[src/rtl/regfile_writeback_queue.sv]
// rtl/regfile_writeback_queue.sv - in-order writeback FIFO feeding the register file write port
// r15 results are diverted to the PC-load output; pending_o exposes queued destinations for hazard stalls.
module regfile_writeback_queue #(
  parameter int DEPTH = 4
) (
  input  logic        clk_i,
  input  logic        reset_i,
  input  logic        alu_valid_i,
  input  logic [3:0]  alu_addr_i,
  input  logic [31:0] alu_data_i,
  output logic        alu_ready_o,
  input  logic        ld_valid_i,
  input  logic [3:0]  ld_addr_i,
  input  logic [31:0] ld_data_i,
  output logic        ld_ready_o,
  output logic        wr_en_o,
  output logic [3:0]  wr_addr_o,
  output logic [31:0] wr_data_o,
  output logic        pc_load_o,
  output logic [31:0] pc_data_o,
  output logic [15:0] pending_o
);

  localparam int AW = (DEPTH > 1) ? $clog2(DEPTH) : 1;
  localparam int CW = AW + 1;
  localparam logic [CW-1:0] L_FULL   = CW'(DEPTH);
  localparam logic [CW-1:0] L_ALMOST = CW'(DEPTH - 1);

  logic [3:0]    r_q_addr [DEPTH];
  logic [31:0]   r_q_data [DEPTH];
  logic [AW-1:0] r_rd_ptr;
  logic [AW-1:0] r_wr_ptr;
  logic [CW-1:0] r_count;
  logic          r_wr_en;
  logic [3:0]    r_wr_addr;
  logic [31:0]   r_wr_data;
  logic          r_pc_load;
  logic [31:0]   r_pc_data;

  logic          w_ld_ready;
  logic          w_alu_ready;
  logic          w_ld_push;
  logic          w_alu_push;
  logic          w_pop;
  logic          w_head_is_pc;
  logic [AW-1:0] w_alu_slot;
  logic [3:0]    w_head_addr;
  logic [31:0]   w_head_data;
  logic [15:0]   w_pending;

  // The last free slot is reserved for the load so loads are never starved.
  assign w_ld_ready   = r_count < L_FULL;
  assign w_alu_ready  = (r_count < L_ALMOST) || (w_ld_ready && !ld_valid_i);
  assign w_ld_push    = ld_valid_i && w_ld_ready;
  assign w_alu_push   = alu_valid_i && w_alu_ready;
  assign w_pop        = r_count != '0;
  assign w_alu_slot   = r_wr_ptr + AW'(w_ld_push);
  assign w_head_addr  = r_q_addr[r_rd_ptr];
  assign w_head_data  = r_q_data[r_rd_ptr];
  assign w_head_is_pc = w_head_addr == 4'hF;

  always_ff @(posedge clk_i) begin
    if (w_ld_push) begin
      r_q_addr[r_wr_ptr] <= ld_addr_i;
      r_q_data[r_wr_ptr] <= ld_data_i;
    end
    if (w_alu_push) begin
      r_q_addr[w_alu_slot] <= alu_addr_i;
      r_q_data[w_alu_slot] <= alu_data_i;
    end
  end

  always_ff @(posedge clk_i) begin
    if (reset_i) begin
      r_count   <= '0;
      r_rd_ptr  <= '0;
      r_wr_ptr  <= '0;
      r_wr_en   <= 1'b0;
      r_wr_addr <= '0;
      r_wr_data <= '0;
      r_pc_load <= 1'b0;
      r_pc_data <= '0;
    end else begin
      r_count   <= r_count + CW'(w_ld_push) + CW'(w_alu_push) - CW'(w_pop);
      r_wr_ptr  <= w_alu_slot + AW'(w_alu_push);
      r_rd_ptr  <= r_rd_ptr + AW'(w_pop);
      r_wr_en   <= w_pop && !w_head_is_pc;
      r_pc_load <= w_pop && w_head_is_pc;
      if (w_pop && !w_head_is_pc) begin
        r_wr_addr <= w_head_addr;
        r_wr_data <= w_head_data;
      end
      if (w_pop && w_head_is_pc) begin
        r_pc_data <= w_head_data;
      end
    end
  end

  // An entry is live when its distance from the read pointer is below the count.
  always_comb begin
    w_pending = '0;
    for (int i = 0; i < DEPTH; i++) begin
      if ({1'b0, AW'(i) - r_rd_ptr} < r_count) begin
        w_pending = w_pending | (16'd1 << r_q_addr[i]);
      end
    end
    if (r_wr_en) begin
      w_pending = w_pending | (16'd1 << r_wr_addr);
    end
    if (r_pc_load) begin
      w_pending[15] = 1'b1;
    end
  end

  assign alu_ready_o = w_alu_ready;
  assign ld_ready_o  = w_ld_ready;
  assign wr_en_o     = r_wr_en;
  assign wr_addr_o   = r_wr_addr;
  assign wr_data_o   = r_wr_data;
  assign pc_load_o   = r_pc_load;
  assign pc_data_o   = r_pc_data;
  assign pending_o   = w_pending;

endmodule

[config.mk]
export PLATFORM = sky130hd
export DESIGN_NAME = regfile_writeback_queue
export DESIGN_NICKNAME = d
export VERILOG_FILES = /design/src/rtl/regfile_writeback_queue.sv
export SDC_FILE = /design/constraint.sdc
export NUM_CORES = 1
export LEC_CHECK = 0
export CORE_MARGIN = 2
export CORE_UTILIZATION = 30
export CTS_CLUSTER_SIZE = 24
export DETAILED_ROUTE_END_ITERATION = 16
export GPL_TIMING_DRIVEN = 0
export PLACE_DENSITY = 0.59
export SYNTH_ARGS = -nofsm -noshare
export SYNTH_HDL_FRONTEND = slang
export SYNTH_SLANG_ARGS = --single-unit
[constraint.sdc]
create_clock -name clk_i -period 5.3 [get_ports clk_i]
set_clock_uncertainty 0.15 [all_clocks]
set_input_delay 0.795 -clock clk_i [delete_from_list [all_inputs] [get_ports clk_i]]
set_output_delay 0.795 -clock clk_i [all_outputs]
set_load 0.01 [all_outputs]
==> out/qor.yml <==
outcome: "finished clean"
start_kind: "flip-flop"
die_w_um: 193
cts_buffers: 25
multi_input_area_um2: 4550
worst_setup_path_end_kind: "primary output"
drt-initial-drc-count: 353
htree_levels: 1
grt_pass1_wl_mm: 48.2
clkTransAtPathRegs_ns: 0.06
finalHoldViolCount: 0
area_delta_synth_final_pct: 29.3
netlist_instances: 842
peakVddDrop_mv: 0.251
post_drt_wl_per_cell_um: 21.0
layout_commonest_cell: "clkdlybuf4s50_1"
power_density_nw_per_um2: 591
fmax_ghz: 0.205
gp_congestion: 0.833
critical_path_arrival_ns: 3.93
grt_max_degree: 24
crit_path_max_fanout: 10
cts_tree: "built"
dr.pass1.iters: 5
register_area_um2: 5870
die_area_um2: 37400
viasPerCell: 4.94
setup_tns_ns: 0
synth.avg_cell_area_um2: 12.8
core-area_um2: 35500
start_util_pct: 30.3
yosys.area.top_type: "edfxtp_1"
final_area_um2: 13900
max_slew.worst_pin.slew_ns: 0.878
fin_crit_ns: 4.87
syn-num-nets: 929
drv_cap: 0
die_y_um: 193
async_flop_share_pct: 0
yosysWarnings: 0
hold_path.class: "flip-flop to flip-flop"
overflow: 0
power.total_mw: 8.23
hpwl_mm: 22.5
setup_violations: 0
fp-row-count: 69
hold_buffers: 0
drive_gt1_share_pct: 25.3
root_buffer: "clkbuf_16"
place_area_um2: 13100
wl_mm: 31.9
yosysUniqueCellTypes: 54
drcViolationCount: 0
critical_path_required_ns: 4.36
yosysTopAreaCellShare_pct: 40.2
clk_latency_ns: 0.53
yosysSeqAreaShare_pct: 54.5
clockBufferDepth: 3
power_leakage_nw: 4.75
post-route-period-util_pct: 91.9
portBuffers: 162
fin_nets: 1123
ant_nets: 0
report.final.slew_viol_count: 0
io_pins: 164
cts_post_setup_buffers_inserted: 0
syn_area_um2: 10800
maxSlewHeadroom_pct: 41.5
grt_setup_unrepaired: "false"
antenna_found_initial: 3
most-common-layout-cells: "162 x clkdlybuf4s50_1, 144 x edfxtp_1, 139 x nand2_1"
vias: 7508
fillCellCount: 3413
synth_ff_type: "edfxtp_1"
timing_worst_setup_path_type: "flip-flop to primary output"
grt.total_usage_pct: 16.8
grt_pass1_vias: 7618
ys_seq_elements: 221
ys_top_cells_by_area: "edfxtp_1 40%, dfxtp_1 14%, mux2_2 13%, mux4_2 7.3%, nand2_1 4.9%"
cts_num_sinks: 221
synth_enable_flop_cells: 144
-- cell usage after synthesis, types with 10 or more instances --
library cell  count
buf_6            14
o22ai_1          11
mux2_1           14
o32ai_1          10
mux4_2           35
nand2_1         141
nor2_1           28
nand2b_1         10
mux2_2          122
clkbuf_1         17
a21oi_1          66
buf_2            15
nor3_1           20
edfxtp_1        144
inv_1            11
dfxtp_1          77
-- power breakdown --
| part | leakage (nW) | internal [mW] | total (mW) | switching [mW] |
|---|---|---|---|---|
| registers | 1.96 | 2.56 | 2.83 | 0.274 |
| logic | 2.39 | 1.67 | 3.68 | 2.00 |
| clock network | 0.397 | 1.01 | 1.72 | 0.701 |
-- per-layer routing --
| metal | up-vias | wire length, µm | global-route usage (%) |
|---|---|---|---|
| met3 | 45 | 1900 | 3.05 |
| met5 | - | 0 | 0 |
| met1 | 3676 | 14200 | 22.8 |
| met2 | 237 | 15000 | 27.4 |
| met4 | 0 | 793 | 4.89 |
| li1 | 3550 | - | - |
-- kinds of logic after synthesis --
| kind of cell | share of synthesized area, % |
|---|---|
| compound gates | 6.07 |
| xor+xnor | 0.488 |
| fa+ha+maj | 1.42 |
| buf+inv | 3.53 |
| flops | 54.5 |
| mux | 22.9 |
| simple gates | 11.1 |
-- registers in the layout, indices dropped and copies added, names as in the netlist --
register	count
r_q_data	128
pc_data_o	32
wr_data_o	32
r_q_addr	16
wr_addr_o	4
r_count	3
r_rd_ptr	2
r_wr_ptr	2
pc_load_o	1
wr_en_o	1
-- worst max-delay path, stage by stage, from the launching register on --
cell             delay, ns
dfxtp_1               0.48
buf_4                 0.27
buf_2                 0.39
xnor2_1               0.23
inv_1                 0.08
ha_1                  0.30
a21oi_2               0.08
o21bai_2              0.40
nor4_1                0.08
or4_1                 0.58
clkdlybuf4s50_1       0.51
-- path summary, 6_finish.rpt --
check,slack (ns),start,to,cells after the start
worst max-delay path,0.43,r_rd_ptr[0]$_SDFF_PP0_,pending_o[0],10
worst min-delay path,0.30,wr_data_o[29]$_SDFFE_PP0P_,wr_data_o[29]$_SDFFE_PP0P_,2
worst max register to register,1.76,r_count[2]$_SDFF_PP0_,r_q_data[3][17]$_DFFE_PP_,10
worst min register to register,0.30,wr_data_o[29]$_SDFFE_PP0P_,wr_data_o[29]$_SDFFE_PP0P_,2
-- metrics by stage --
step                      setup slack [ns]  util, %  hold WS [ns]  std cells
after floorplan                       1.05        -         0.331        842
after detailed placement             0.252     36.9         0.298       1470
after global routing                 0.143     39.2         0.321       1516
final                                0.429     39.2         0.303       1520
after global placement               -2.35     36.5         0.295       1465
after CTS                            0.240     39.2         0.306       1516
-- area by class of cell --
| type | instances | area share, % |
|---|---|---|
| Tap cell | 461 | 4.14 |
| Inverter | 12 | 0.324 |
| Clock inverter | 4 | 0.449 |
| Sequential cell | 221 | 42.1 |
| Multi-Input combinational cell | 557 | 32.7 |
| Timing Repair Buffer | 167 | 12.4 |
| Clock buffer | 42 | 5.38 |
| Buffer | 52 | 2.43 |
| Antenna cell | 4 | 0.0719 |
-- timing repair --
item,4_1_cts,5_1_grt
endpoints found under the setup margin,15,1
gates resized for setup,2,1
cloned,0,0
No activity file was read; power rests on OpenSTA's default activity.
